<file path="src/rtl/flick_sequencer.sv">
`timescale 1ns/1ps
// Front-end controller for the bound flasher: button conditioning,
// auto-replay, step pacing and run start/finish tracking from the LED bus.
module flick_sequencer #(
  parameter int DEBOUNCE_CYC   = 16,
  parameter int TICK_DIV       = 4,
  parameter int ARM_TIMEOUT    = 8,
  parameter int COOLDOWN_TICKS = 4,
  parameter int AUTO_GAP       = 32
) (
  input  logic        clk,
  input  logic        rst,
  input  logic        btn_raw,
  input  logic        auto_en,
  input  logic [15:0] leds_in,
  output logic        flick,
  output logic        step_en,
  output logic        busy,
  output logic        arm_err,
  output logic [7:0]  run_count
);

  localparam int DBW  = $clog2(DEBOUNCE_CYC);
  localparam int DVW  = (TICK_DIV > 1) ? $clog2(TICK_DIV) : 1;
  localparam int TMAX = (ARM_TIMEOUT > COOLDOWN_TICKS) ?
                        ARM_TIMEOUT : COOLDOWN_TICKS;
  localparam int TW   = $clog2(TMAX + 1);
  localparam int AW   = $clog2(AUTO_GAP + 1);

  typedef enum logic [1:0] {
    S_IDLE,
    S_ARM,
    S_RUN,
    S_COOL
  } state_t;

  state_t           r_state;
  logic             r_sync1;
  logic             r_sync2;
  logic             r_btn_db;
  logic             r_btn_prev;
  logic [DBW-1:0]   r_db_cnt;
  logic [DVW-1:0]   r_div;
  logic [TW-1:0]    r_tcnt;
  logic [AW-1:0]    r_auto_cnt;
  logic             r_flick;
  logic             r_busy;
  logic             r_arm_err;
  logic [7:0]       r_run_count;

  logic             w_tick;
  logic             w_press;
  logic             w_leds_on;
  logic             w_auto_fire;

  assign w_tick      = (r_div == DVW'(TICK_DIV - 1));
  assign w_press     = r_btn_db & ~r_btn_prev;
  assign w_leds_on   = |leds_in;
  assign w_auto_fire = auto_en & w_tick &
                       (r_auto_cnt == AW'(AUTO_GAP - 1));

  assign flick     = r_flick;
  assign step_en   = w_tick;
  assign busy      = r_busy;
  assign arm_err   = r_arm_err;
  assign run_count = r_run_count;

  // Any sample that agrees with the accepted level restarts the count.
  always_ff @(posedge clk) begin
    if (rst) begin
      r_sync1    <= 1'b0;
      r_sync2    <= 1'b0;
      r_btn_db   <= 1'b0;
      r_btn_prev <= 1'b0;
      r_db_cnt   <= '0;
    end else begin
      r_sync1    <= btn_raw;
      r_sync2    <= r_sync1;
      r_btn_prev <= r_btn_db;
      if (r_sync2 == r_btn_db) begin
        r_db_cnt <= '0;
      end else if (r_db_cnt == DBW'(DEBOUNCE_CYC - 1)) begin
        r_btn_db <= r_sync2;
        r_db_cnt <= '0;
      end else begin
        r_db_cnt <= r_db_cnt + 1'b1;
      end
    end
  end

  always_ff @(posedge clk) begin
    if (rst) begin
      r_div <= '0;
    end else if (w_tick) begin
      r_div <= '0;
    end else begin
      r_div <= r_div + 1'b1;
    end
  end

  always_ff @(posedge clk) begin
    if (rst) begin
      r_state     <= S_IDLE;
      r_flick     <= 1'b0;
      r_busy      <= 1'b0;
      r_arm_err   <= 1'b0;
      r_run_count <= '0;
      r_tcnt      <= '0;
      r_auto_cnt  <= '0;
    end else begin
      r_busy     <= (r_state != S_IDLE);
      r_flick    <= (r_state == S_ARM) |
                    ((r_state == S_RUN) & r_btn_db);
      r_auto_cnt <= '0;
      unique case (r_state)
        S_IDLE: begin
          if (w_press || w_auto_fire) begin
            r_state   <= S_ARM;
            r_tcnt    <= '0;
            r_arm_err <= 1'b0;
          end else if (auto_en) begin
            r_auto_cnt <= r_auto_cnt + AW'(w_tick);
          end
        end
        S_ARM: begin
          // LED activity wins even on the timeout tick.
          if (w_leds_on) begin
            r_state <= S_RUN;
          end else if (w_tick) begin
            if (r_tcnt == TW'(ARM_TIMEOUT - 1)) begin
              r_state   <= S_IDLE;
              r_arm_err <= 1'b1;
            end else begin
              r_tcnt <= r_tcnt + 1'b1;
            end
          end
        end
        S_RUN: begin
          if (!w_leds_on) begin
            r_state <= S_COOL;
            r_tcnt  <= '0;
            if (r_run_count != 8'hFF) begin
              r_run_count <= r_run_count + 1'b1;
            end
          end
        end
        S_COOL: begin
          if (w_tick) begin
            if (r_tcnt == TW'(COOLDOWN_TICKS - 1)) begin
              r_state <= S_IDLE;
            end else begin
              r_tcnt <= r_tcnt + 1'b1;
            end
          end
        end
        default: r_state <= S_IDLE;
      endcase
    end
  end

endmodule

</file>
<file path="config.mk">
export PLATFORM = sky130hd
export DESIGN_NAME = flick_sequencer
export DESIGN_NICKNAME = d
export VERILOG_FILES = /design/src/rtl/flick_sequencer.sv
export SDC_FILE = /design/constraint.sdc
export NUM_CORES = 1
export LEC_CHECK = 0
export ABC_AREA = 1
export CORE_ASPECT_RATIO = 1.2
export CORE_UTILIZATION = 51
export DETAILED_ROUTE_END_ITERATION = 10
export PLACE_DENSITY_LB_ADDON = 0.15
export SLEW_MARGIN = 15
export SYNTH_ARGS = -nofsm -noshare
export SYNTH_HDL_FRONTEND = slang
export SYNTH_SLANG_ARGS = --single-unit
</file>
<file path="constraint.sdc">
create_clock -name clk -period 1.9 [get_ports clk]
set_input_delay 0.19 -clock clk [delete_from_list [all_inputs] [get_ports clk]]
set_output_delay 0.19 -clock clk [all_outputs]
set_load 0.05 [all_outputs]
</file>
==> metrics.csv <==
stage;metric;value;unit
worst_hold_path;Worst Hold Class;input pin to flip-flop;
placement;I/O Buffers;31;
timing;fin. max-slew vios;0;
clock_network;clock root buffer;clkbuf_4;
setup_path;CP arrival;1.58;ns
synth;Post-Syn Instances;229;
synth;distinct cell type count after synthesis;23;
setup_path;Crit Path Max Fanout;6;
setup_path;data required time at the worst endpoint;1.71;ns
synth;post-synth top area share;40.7;%
timing;Tcrit/Tclk final;93.2;%
power;total power;1.38;mW
clock_network;Worst-path clk slew;0.10;ns
final_layout;final instance area;2030;sq um
synth;Post-Syn Area;1620;sq um
global_routing;global-route wire length before repair;5350;um
clock_network;CTS H-tree depth;2;
synth;top cells by area, synth;dfxtp_1, nand2_1, nor2_1;
floorplan;Die H;63.8;um
timing;post-layout min period;1.77;ns
detailed_routing;total routed wirelength;3030;um
outcome;status;finished clean;
final_layout;Area Growth Syn to Fin;25.3;%
power;leakage power;0.835;nW
worst_hold_path;worst hold path startpoint;btn_raw;
global_routing;number of global-route vias before repair;1380;
detailed_routing;wire per inst;9.99;um
synth;Avg Synthesized Cell Area;7.09;sq um
synth;Syn Nets;255;
timing;Final Setup Violations;0;
final_layout;Layout Nets;292;
synth;register area share after synthesis;40.7;%
floorplan;IO Count;32;
floorplan;die area;3420;sq um
clock_network;CTS Buffer Depth;2;
clock_network;Num CTS Buffers;5;
job;max cap viols;0;
detailed_routing;Pre-Repair DR Iteration Count;6;
timing;setup total negative slack;0;ns
synth;yosys warns;0;
detailed_routing;vias;1456;
clock_network;worst skew pair latency;0.33;ns
timing;Max Clock Skew;0.0101;ns
clock_network;Hold-fix buffers, CTS;0;
setup_path;CP max stage cell;clkdlybuf4s50_1;
timing;RSZ-0062 raised after global routing;no;
setup_path;Worst Setup End Kind;primary output;
floorplan;Core Region;3060;sq um
global_routing;initial antenna violation count;0;
setup_path;CP Buf/Inv Count;1;
floorplan;starting density of the core;53.2;%
floorplan;cell row count;22;
timing;Slew Limit Headroom;66.8;%
clock_network;post_cts resized;0;
synth;FF+latch count, synth;33;
clock_network;CTS tree;built;
global_routing;Total GRT Usage;21.0;%
timing;final number of hold-violating endpoints;0;
clock_network;clk sink count;33;
global_routing;gr ovfl total;0;
placement;DP Area;1980;sq um
final_layout;Antenna Diode Count;0;
detailed_routing;vias per cell;4.81;
power;pwr dens;680;nW/um^2
detailed_routing;iteration-0 DRC count of the detailed router;33;
timing;Tightest Pin Transition;0.497;ns
final_layout;Post-Route Utilization;66.6;%
synth;most area-hungry cell type in the Yosys netlist;dfxtp_1;
setup_path;Critical path origin;run_count[2];
placement;hpwl dp;2370;um
floorplan;die width;53.5;um
detailed_routing;ANT nets after route;0;
timing;f_max;565;MHz
setup_path;cell breakdown of the critical path;clkdlybuf4s50_1;
setup_path;Worst path max stage delay;0.83;ns
global_routing;largest net degree at the start of global routing;13;
setup_path;worst reg2reg startpoint;r_div[0];
setup_path;Critical Path Source Type;flip-flop;
detailed_routing;DRC viols;0;
setup_path;critical path class;flip-flop to primary output;
final_layout;Fillers;288;
final_layout;share of layout cells above drive strength 1;8.61;%
placement;routability cong.;0.895;
clock_network;Post-CTS Setup Bufs;0;
power;Peak supply drop;687;uV
setup_path;Crit path max-delay family;buffers and inverters;
metal layers:
metal / up-vias / wire (um) / global-route usage [%]
li1: 798 / - / -
met1: 623 / 1370 / 23.4
met3: 8 / 113 / 5.48
met4: 0 / 57 / 9.87
met2: 27 / 1480 / 35.8
met5: - / 0 / 0
power breakdown:
part | internal, mW | switching, mW | total [mW]
combinational | 0.107 | 0.143 | 0.251
clock | 0.139 | 0.239 | 0.379
sequential | 0.724 | 0.0297 | 0.754
cell usage after synthesis:
cell type,instances
a21oi_2,1
nand3_1,17
nand4_1,3
nand2_4,1
o21ai_0,6
a21oi_1,13
nand2_2,1
inv_2,3
nor2_2,1
dfxtp_1,33
ha_1,6
nor3b_1,1
o21ai_1,1
xor2_1,8
nand2_1,52
inv_1,22
nand4_4,1
nor2_4,4
nor3_1,6
o21bai_1,1
buf_2,1
clkbuf_1,2
nor2_1,45
registers in the layout (all words and copies together) (netlist names), named ones only:
name        flops
arm_err         1
r_sync1         1
run_count       8
r_state         1
r_div           2
r_btn_db        1
r_auto_cnt      6
flick           1
r_sync2         1
r_db_cnt        4
r_tcnt          4
r_btn_prev      1
busy            1
per-stage QoR:
step	setup slack, ns	std cells	hold slack (ns)
3_3_place_gp	0.236	295	0.401
2_1_floorplan	0.112	229	0.274
6_report	0.129	303	0.365
5_1_grt	0.0490	303	0.360
4_1_cts	0.110	303	0.355
3_5_place_dp	0.189	295	0.400
cell usage in the layout, fill, tap and decap left out, drive strengths merged:
cell type,instances
nand2,54
clkinv,2
buf,3
o21ai,7
dfxtp,33
clkbuf,5
clkdlybuf4s50,30
ha,6
nand4,4
o21bai,1
nor2,50
inv,25
nor3b,1
xor2,8
nor3,6
clkinvlp,1
nand3,17
a21oi,14
path summary, 6_finish.rpt:
path | to | depth (start not counted) | slack [ns]
hold / removal | r_sync1 | 3 | 0.36
hold reg to reg | r_sync2 | 2 | 0.42
setup / recovery | run_count[2] | 1 | 0.13
setup reg to reg | flip-flop | 10 | 0.33
layout make-up:
cell class / instances / area, sq um / share of cell area [%]
multi-input combinational: 168 / 857 / 42.1
sequential: 33 / 661 / 32.5
timing repair buffer: 33 / 323 / 15.9
inverter: 25 / 93.8 / 4.61
tap: 36 / 45.0 / 2.21
clock buffer: 5 / 37.5 / 1.85
clock inverter: 3 / 17.5 / 0.861
cell families after synthesis:
kind of cell / after synthesis / synth area share (%)
AND/OR/NAND/NOR: 132 / 36.7
flip-flops: 33 / 40.7
buffers and inverters: 28 / 6.55
AO/OA/AOI/OAI: 22 / 7.16
XOR/XNOR: 8 / 4.31
adder cells (fa/ha/maj): 6 / 4.62
Power figures use the tool's default switching activity.
